File: src/rtl/ajuste_pkg.sv
// Shared definitions for the clock/date setting front end: field codes,
// controller state encoding and field-cycling helpers.
package ajuste_pkg;

  localparam logic [3:0] CAMPO_NINGUNO = 4'd0;
  localparam logic [3:0] CAMPO_HORA    = 4'd1;
  localparam logic [3:0] CAMPO_MIN     = 4'd2;
  localparam logic [3:0] CAMPO_SEG     = 4'd3;
  localparam logic [3:0] CAMPO_DIA     = 4'd4;
  localparam logic [3:0] CAMPO_MES     = 4'd5;
  localparam logic [3:0] CAMPO_ANIO    = 4'd6;
  localparam logic [3:0] CAMPO_TH      = 4'd7;
  localparam logic [3:0] CAMPO_TM      = 4'd8;
  localparam logic [3:0] CAMPO_TS      = 4'd9;

  typedef enum logic {
    NORMAL = 1'b0,
    AJUSTE = 1'b1
  } estado_t;

  // Next field, wrapping from the last field back to the first one.
  function automatic logic [3:0] campo_siguiente(input logic [3:0] campo,
                                                 input logic [3:0] n_campos);
    return (campo >= n_campos) ? CAMPO_HORA : campo + 4'd1;
  endfunction

  // Previous field, wrapping from the first field to the last one.
  function automatic logic [3:0] campo_anterior(input logic [3:0] campo,
                                                input logic [3:0] n_campos);
    return (campo <= CAMPO_HORA) ? n_campos : campo - 4'd1;
  endfunction

endpackage

File: src/rtl/pulso_repeticion.sv
// One step channel: press-edge detection plus hold-to-repeat timing.
// The pulse output is combinational; the top registers it after applying
// its own priority and suppression rules.
module pulso_repeticion #(
  parameter int REPEAT_DELAY  = 50_000_000,
  parameter int REPEAT_PERIOD = 13_000_000
) (
  input  logic clk,
  input  logic reset,
  input  logic level,
  input  logic enable,
  input  logic restart,
  output logic press,
  output logic pulse
);

  localparam int MAX_P = (REPEAT_DELAY > REPEAT_PERIOD) ? REPEAT_DELAY : REPEAT_PERIOD;
  localparam int CNT_W = ($clog2(MAX_P) < 1) ? 1 : $clog2(MAX_P);
  localparam logic [CNT_W-1:0] DELAY_LAST  = CNT_W'(REPEAT_DELAY - 1);
  localparam logic [CNT_W-1:0] PERIOD_LAST = CNT_W'(REPEAT_PERIOD - 1);

  logic             prev_q, prev_d;
  logic [CNT_W-1:0] cnt_q, cnt_d;
  logic             fase_q, fase_d;   // 0: waiting first repeat, 1: periodic
  logic [CNT_W-1:0] limite;

  // Edge detect and repeat counter; any idle/restart condition rearms the delay.
  always_comb begin
    prev_d = level;
    press  = level & ~prev_q;
    limite = fase_q ? PERIOD_LAST : DELAY_LAST;
    pulse  = 1'b0;
    cnt_d  = '0;
    fase_d = 1'b0;
    if (enable && !restart && level) begin
      if (press) begin
        pulse = 1'b1;
      end else if (cnt_q == limite) begin
        pulse  = 1'b1;
        fase_d = 1'b1;
      end else begin
        cnt_d  = cnt_q + CNT_W'(1);
        fase_d = fase_q;
      end
    end
  end

  // State registers; previous sample resets high so a held button is ignored.
  always_ff @(posedge clk) begin
    if (reset) begin
      prev_q <= 1'b1;
      cnt_q  <= '0;
      fase_q <= 1'b0;
    end else begin
      prev_q <= prev_d;
      cnt_q  <= cnt_d;
      fase_q <= fase_d;
    end
  end

endmodule

File: src/rtl/control_ajuste_campos.sv
// Setting-mode controller: selects the active field and issues single-cycle
// Arriba/Abajo step pulses from debounced button levels, with inactivity exit.
module control_ajuste_campos
  import ajuste_pkg::*;
#(
  parameter int N_CAMPOS      = 9,
  parameter int REPEAT_DELAY  = 50_000_000,
  parameter int REPEAT_PERIOD = 13_000_000,
  parameter int TIMEOUT       = 1_000_000_000
) (
  input  logic       clk,
  input  logic       reset,
  input  logic       btn_config,
  input  logic       btn_der,
  input  logic       btn_izq,
  input  logic       btn_arriba,
  input  logic       btn_abajo,
  output logic [3:0] contadoresH,
  output logic       Arriba,
  output logic       Abajo,
  output logic       modo_config
);

  localparam int               TMO_W      = ($clog2(TIMEOUT) < 1) ? 1 : $clog2(TIMEOUT);
  localparam logic [TMO_W-1:0] TMO_LAST   = TMO_W'(TIMEOUT - 1);
  localparam logic [3:0]       N_CAMPOS_C = 4'(N_CAMPOS);

  estado_t          estado_q, estado_d;
  logic [3:0]       campo_q, campo_d;
  logic             arriba_q, arriba_d;
  logic             abajo_q, abajo_d;
  logic [TMO_W-1:0] tmo_q, tmo_d;
  logic             cfg_prev_q, der_prev_q, izq_prev_q;

  logic       flanco_cfg, flanco_der, flanco_izq, cambio_campo;
  logic       reiniciar, en_ajuste, actividad, tmo_fin;
  logic [1:0] nivel, press, req;

  assign flanco_cfg   = btn_config & ~cfg_prev_q;
  assign flanco_der   = btn_der & ~der_prev_q;
  assign flanco_izq   = btn_izq & ~izq_prev_q;
  assign cambio_campo = flanco_der ^ flanco_izq;   // both together cancel out
  assign reiniciar    = flanco_cfg | cambio_campo;
  assign en_ajuste    = (estado_q == AJUSTE);

  // Masking each step level with the other one keeps both channels idle while
  // both are held and makes the survivor look like a fresh press afterwards.
  assign nivel[0] = btn_arriba & ~btn_abajo;
  assign nivel[1] = btn_abajo & ~btn_arriba;

  generate
    for (genvar gi = 0; gi < 2; gi++) begin : g_canal
      pulso_repeticion #(
        .REPEAT_DELAY (REPEAT_DELAY),
        .REPEAT_PERIOD(REPEAT_PERIOD)
      ) u_pulso (
        .clk    (clk),
        .reset  (reset),
        .level  (nivel[gi]),
        .enable (en_ajuste),
        .restart(reiniciar),
        .press  (press[gi]),
        .pulse  (req[gi])
      );
    end
  endgenerate

  // Press edges count as activity and win over the timeout; repeat pulses do not.
  assign actividad = flanco_cfg | flanco_der | flanco_izq | (|press);
  assign tmo_fin   = (tmo_q == TMO_LAST) && !actividad;

  // Next-state logic: config edge, then field change, then timeout/step.
  always_comb begin
    estado_d = estado_q;
    campo_d  = campo_q;
    arriba_d = 1'b0;
    abajo_d  = 1'b0;
    tmo_d    = '0;
    case (estado_q)
      NORMAL: begin
        if (flanco_cfg) begin
          estado_d = AJUSTE;
          campo_d  = CAMPO_HORA;
        end
      end
      AJUSTE: begin
        if (flanco_cfg) begin
          estado_d = NORMAL;
          campo_d  = CAMPO_NINGUNO;
        end else if (cambio_campo) begin
          campo_d = flanco_der ? campo_siguiente(campo_q, N_CAMPOS_C)
                               : campo_anterior(campo_q, N_CAMPOS_C);
        end else if (tmo_fin) begin
          estado_d = NORMAL;
          campo_d  = CAMPO_NINGUNO;
        end else begin
          arriba_d = req[0];
          abajo_d  = req[1];
          tmo_d    = (actividad || (|req)) ? '0 : tmo_q + TMO_W'(1);
        end
      end
      default: begin
        estado_d = NORMAL;
        campo_d  = CAMPO_NINGUNO;
      end
    endcase
  end

  // Controller registers; previous-sample registers reset high.
  always_ff @(posedge clk) begin
    if (reset) begin
      estado_q   <= NORMAL;
      campo_q    <= CAMPO_NINGUNO;
      arriba_q   <= 1'b0;
      abajo_q    <= 1'b0;
      tmo_q      <= '0;
      cfg_prev_q <= 1'b1;
      der_prev_q <= 1'b1;
      izq_prev_q <= 1'b1;
    end else begin
      estado_q   <= estado_d;
      campo_q    <= campo_d;
      arriba_q   <= arriba_d;
      abajo_q    <= abajo_d;
      tmo_q      <= tmo_d;
      cfg_prev_q <= btn_config;
      der_prev_q <= btn_der;
      izq_prev_q <= btn_izq;
    end
  end

  assign contadoresH = campo_q;
  assign Arriba      = arriba_q;
  assign Abajo       = abajo_q;
  assign modo_config = (estado_q == AJUSTE);

endmodule
File: config.mk
export PLATFORM = sky130hd
export DESIGN_NAME = control_ajuste_campos
export DESIGN_NICKNAME = d
export VERILOG_FILES = /design/src/rtl/ajuste_pkg.sv /design/src/rtl/pulso_repeticion.sv /design/src/rtl/control_ajuste_campos.sv
export SDC_FILE = /design/constraint.sdc
export NUM_CORES = 1
export LEC_CHECK = 0
export CAP_MARGIN = 20
export CORE_ASPECT_RATIO = 1.1
export CORE_MARGIN = 8
export CORE_UTILIZATION = 64
export CTS_BUF_LIST = sky130_fd_sc_hd__clkbuf_2 sky130_fd_sc_hd__clkbuf_4 sky130_fd_sc_hd__clkbuf_8
export CTS_CLUSTER_DIAMETER = 60
export DETAILED_ROUTE_END_ITERATION = 6
export PLACE_DENSITY = 0.9
export SYNTH_ARGS = -nofsm -noshare
export SYNTH_HDL_FRONTEND = slang
export SYNTH_SLANG_ARGS = --single-unit
export TNS_END_PERCENT = 50
File: constraint.sdc
create_clock -name clk -period 2.2 [get_ports clk]
set_input_delay 0.33 -clock clk [delete_from_list [all_inputs] [get_ports clk]]
set_output_delay 0.33 -clock clk [all_outputs]
set_load 0.05 [all_outputs]
Word level (Yosys, flattened, before mapping):

Cells that the tools add are included.

* bits in registers: 96
* bits of input ports: 7
* output and inout port bits: 7
* logic and storage cells: 85

* add/subtract/negate cells: 5
* order comparisons: 2
* eq/ne operators: 5
* multiplexer cells: 21
* bitwise logic cells: 22
* reductions and logical operators: 16

Operator list (count)
* adder 26 x 1 -> 26 bit, second input constant: 2
* equality test 26 bit: 2
* two-way mux 26 bit: 2
* adder 30 x 1 -> 30 bit, second input constant: 1
* equality test 30 bit, second input constant: 1
* two-way mux 4 bit: 7
* two-way mux 1 bit: 10
* inverter 1 bit: 10
* one-hot mux 4 bit (2 select lines): 1
* OR reduction 4 bit: 2
* bitwise AND 1 bit: 7
* OR reduction 3 bit: 2
* OR reduction 6 bit: 1
* OR reduction 5 bit: 1
* adder 4 x 1 -> 4 bit, second input constant: 1
* greater-or-equal comparator 4 bit, second input constant: 1
* <= comparator 4 x 1 -> 1 bit, second input constant: 1
* logical AND 1 bit: 4
* inequality test 4 x 1 -> 1 bit, second input constant: 1
* bitwise OR 1 bit: 4
* OR reduction 2 bit: 2
* subtractor 4 x 1 -> 4 bit, second input constant: 1
* logical NOT 1 bit: 2
* inequality test 2 bit, second input constant: 1
* 4 further kinds: 4

Depth between registers and ports, before layout:

Gate-level depths: netlist of the first run.

* depth in word-level cells: 11
* gate-level depth with buffers: 8
* depth with buffers taken out: 7

Modules after synthesis:

A second synthesis of the first run with hierarchy kept.

* cells, all modules: 576
* area total of the unflattened synthesis: 5128.7 um^2

By module, submodules not included
* pulso_repeticion: instances 2, cells each 170, area an instance 1511.4 um^2, seq. area each 560.5 um^2
* control_ajuste_campos: instances 1, cells each 236, area an instance 2105.8 um^2, seq. area each 800.8 um^2

Least setup slack after synthesis of the first run:

OpenSTA, ideal clock, no wires.

* path kind: reg2reg
* start: reg estado_q (netlist: modo_config)
* end: reg g_canal[0].u_pulso.cnt_q[7]
* library setup time: 0.064 ns
* arrival: 2.116 ns
* required time: 2.136 ns
* slack: 0.020 ns
* cell stages (with the launch flop): 8
* buffers on the path: 2
* period minus slack after synthesis: 2.180 ns
* path through: dfxtp_1 -> inv_1 -> nor3_1 -> nand4_1 -> or2_2 -> buf_2 -> buf_2 -> nor2_1

* word-level cells in the longest chain between the ends: 4

RTL lines
* start, declared: RTL line control_ajuste_campos.sv:28 `estado_t estado_q, estado_d;`
* start signal, assigned: RTL line control_ajuste_campos.sv:121 `estado_q <= estado_d;`
* logical AND 1 bit (2 in a row): RTL line pulso_repeticion.sv:35 `if (enable && !restart && level) begin`
* inverter 1 bit (no source line)
* OR reduction 4 bit (no source line)
* end signal, assigned: RTL line pulso_repeticion.sv:56 `cnt_q <= cnt_d;`
* end, declared: RTL line pulso_repeticion.sv:23 `logic [CNT_W-1:0] cnt_q, cnt_d;`

No other way between the ends.
A chain may end at the register's enable or synchronous reset.

Final worst setup path of the first run:

* start: reg campo_q[2] (netlist: contadoresH[2])
* end: out contadoresH[2]

RTL lines
* start, declared: RTL line control_ajuste_campos.sv:29 `logic [3:0] campo_q, campo_d;`
* start signal, assigned: RTL line control_ajuste_campos.sv:122 `campo_q <= campo_d;`
* end, declared: RTL line control_ajuste_campos.sv:18 `output logic [3:0] contadoresH,`

No word-level cell between the ends.

==> summary.txt, run 1 <==
Floorplanning
  – Core area: 0.00705 sq mm
  – Full die area: 0.0103 sq mm
  – Die X-Extent: 97.6 um
  – Initial Util: 66.6%
  – Die Ht: 106 um
  – Io pins: 14
  – # rows: 32

Critical path
  – Critical Path End Type: output port
  – Max FO, Critical Path: 11
  – Reg2Reg Depth: 6
  – Slowest CP cell: clkdlybuf4s50_1
  – Crit Path Class: flip-flop to output port
  – Family with the most delay on the worst path: buffers and inverters
  – Crit start category: flip-flop
  – Reg2reg start: tmo_q[11]$_SDFF_PP0_
  – Worst Path Required: 1870 ps
  – Max incr delay on CP: 890 ps
  – Crit path buffers/inverters: 1
  – Arr. time, crit path: 1820 ps
  – Critical-path cell list: clkdlybuf4s50_1
  – Flop-to-flop setup slack: 110 ps
  – Reg2reg end: contadoresH[0]$_SDFFE_PP0P_

Final layout
  – Design Area, Final: 0.00532 sq mm
  – N_diodes: 0
  – Seq. cell area: 0.00192 sq mm
  – Fillers: 480
  – Post-layout util: 75.4%
  – Fraction of layout cells with a size suffix above 1: 10.6%
  – Most frequent cells in the layout: dfxtp_1, nor2_1, nand3_1
  – Fin cells: 662
  – Synth-to-layout area growth: 13.3%
  – Nets: 586
  – Area occupied by multi-input gates: 0.00263 sq mm
  – Most common cell after layout, fill and taps aside: dfxtp_1

Drt
  – Drc violations: 0
  – DR pass1 iterations: 6
  – Detail Route Antenna Nets: 0
  – Drt total wl: 10.2 mm
  – Via-per-instance ratio: 6.21
  – Wire per inst: 15.4 um
  – Vias post-DR: 4108
  – First DRT Iteration DRCs: 215

Clock network
  – Clock sinks: 96
  – Clock Tree Buf Depth: 2
  – H-tree Lvls: 3
  – Post-CTS Setup Bufs: 0
  – Num CTS Buffers: 9
  – Clock-pin slew on the worst setup and hold paths: 90 ps
  – Clk_lat worst skew: 370 ps
  – Root buf cell: clkbuf_8
  – CTS tree: built

Timing
  – Fin crit share: 97.7%
  – Worst-case clock skew: 10.2 ps
  – Hold_ws: 501 ps
  – Min Tclk post-route: 2150 ps
  – Min setup slack post-route: 51.3 ps
  – Worst slew pin tran: 539 ps
  – Max-slew violations: 0
  – F_max: 0.465 GHz
  – RSZ-0062 raised after global routing: no
  – Slew HR: 64.0%
  – Setup TNS: 0 ps
  – Final Hold Fails: 0
  – Final setup viols: 0

GRT
  – First-pass GRT wire length: 17.3 mm
  – Antenna violations before repair: 0
  – Largest net degree at the start of global routing: 31
  – Total GRT Usage: 19.4%
  – Grt total ovfl: 0
  – Vias in the first global route: 3912

Hold path
  – WHS Endpoint: tmo_q[0]$_SDFF_PP0_
  – Hold Crit Class: flip-flop to flip-flop
  – Hold depth: 1
  – Min-delay src: tmo_q[0]$_SDFF_PP0_

Power
  – Worst VDD drop: 494 uV
  – Leak: 1.70 nW
  – Pwr Density: 568 mW/mm^2
  – Design Power: 3.02 mW

Synthesis
  – Post-Synthesis Cell Area: 0.00469 sq mm
  – Mean Syn Cell Area: 8.69 sq um
  – Post-synth EDFFs: 0
  – Syn_nets: 553
  – Synth warnings: 0
  – Gate Count Post-Synth: 540
  – Cell variety after synth: 48
  – Ys flop type: dfxtp_1
  – Seq/Total Area, Yosys: 41.0%
  – Asr flop ratio synth: 0%
  – Synthesized flop and latch total: 96

Run
  – Max Cap Viol: 0

Place
  – Setup WS pre-CTS: -73.2 ps
  – Post-DP HPWL: 6.88 mm
  – Area after DPL: 0.00510 sq mm
  – Placed Cells: 647
  – IO Port Bufs: 13
  – Routability cong.: 0.927

Outcome
  – Status: finished clean
registers in the layout (all words and copies together) (netlist names), 2 cells and up:
| name | count |
|---|---|
| g_canal.u_pulso.cnt_q | 52 |
| tmo_q | 30 |
| contadoresH | 4 |
| g_canal.u_pulso.fase_q | 2 |
| g_canal.u_pulso.prev_q | 2 |
cell usage after synthesis (all sizes together) (4+ instances only):
master	number	area share [%]
nand2	27	2.2
o21ai	4	0.43
nor2b	7	0.93
clkbuf	9	0.72
nor3b	4	0.75
or2	8	1.1
xnor2	40	7.5
xor2	39	7.3
buf	13	1.6
dfxtp	96	41
nor4b	7	1.3
nand3	44	4.7
and4	8	1.5
inv	12	0.96
ha	6	1.6
nor2	69	5.5
and3	19	2.5
a21oi	4	0.43
nor4	43	6.0
nand4	24	3.2
nor3	21	2.3
area by class of cell:
type                    count  share of cell area (%)
well taps                  85                    2.00
clock buffers              10                    2.59
clock inverters             5                    1.08
multi-input cells         410                    49.5
flip-flops and latches     96                    36.1
repair buffers             44                    7.81
inverters                  12                   0.847
what timing repair did:
item,4_1_cts,5_1_grt
setup endpoints to repair,0,56
resized for setup,0,4
hold buffers,0,0
worst max-delay path by stage:
stage                     slack, ps  depth (start not counted)                                 endpoint                         from
after floorplan                  20                          7   g_canal[0].u_pulso.cnt_q[7]$_SDFF_PP0_       modo_config$_SDFF_PP0_
after global placement           40                          6   g_canal[0].u_pulso.cnt_q[3]$_SDFF_PP0_                      btn_der
after detailed placement        -70                          6  g_canal[0].u_pulso.cnt_q[17]$_SDFF_PP0_                      btn_der
after CTS                        30                          6              contadoresH[0]$_SDFFE_PP0P_         tmo_q[11]$_SDFF_PP0_
after global routing              1                          1                           contadoresH[2]  contadoresH[2]$_SDFFE_PP0P_
final                            50                          1                           contadoresH[2]  contadoresH[2]$_SDFFE_PP0P_
power by group:
group | total, mW | internal (mW) | switching [mW]
logic | 0.103 | 0.0465 | 0.0562
clock network | 1.16 | 0.548 | 0.613
registers | 1.75 | 1.74 | 0.00871
total | 3.02 | 2.34 | 0.678
routing by layer:
layer / vias to the layer above / track usage [%] / wire length [um]
met1: 1959 / 23.5 / 4470
met2: 122 / 32.7 / 5030
met3: 21 / 2.81 / 493
met5: - / 0 / 0
li1: 2006 / - / -
met4: 0 / 9.64 / 213
cell families (layout without fill, tap and decap cells):
logic type	after synthesis	count (layout)	synth area share, %
compound gates	25	25	3.92
flops	96	96	41.0
mux	1	1	0.213
buf+inv	34	71	3.31
simple gates	299	299	35.3
fa+ha+maj	6	6	1.60
xor+xnor	79	79	14.7
(Power assumes the default switching activity.)
==> inputs of run 2 (changes only) <==
--- a/config.mk
+++ b/config.mk
@@ -5,6 +5,7 @@
 export SDC_FILE = /design/constraint.sdc
 export NUM_CORES = 1
 export LEC_CHECK = 0
+export ABC_AREA = 0
 export CAP_MARGIN = 20
 export CORE_ASPECT_RATIO = 1.1
 export CORE_MARGIN = 8
==> results of run 2 <==
No change in the layout: final DEF, timing and power equal those of run 1.
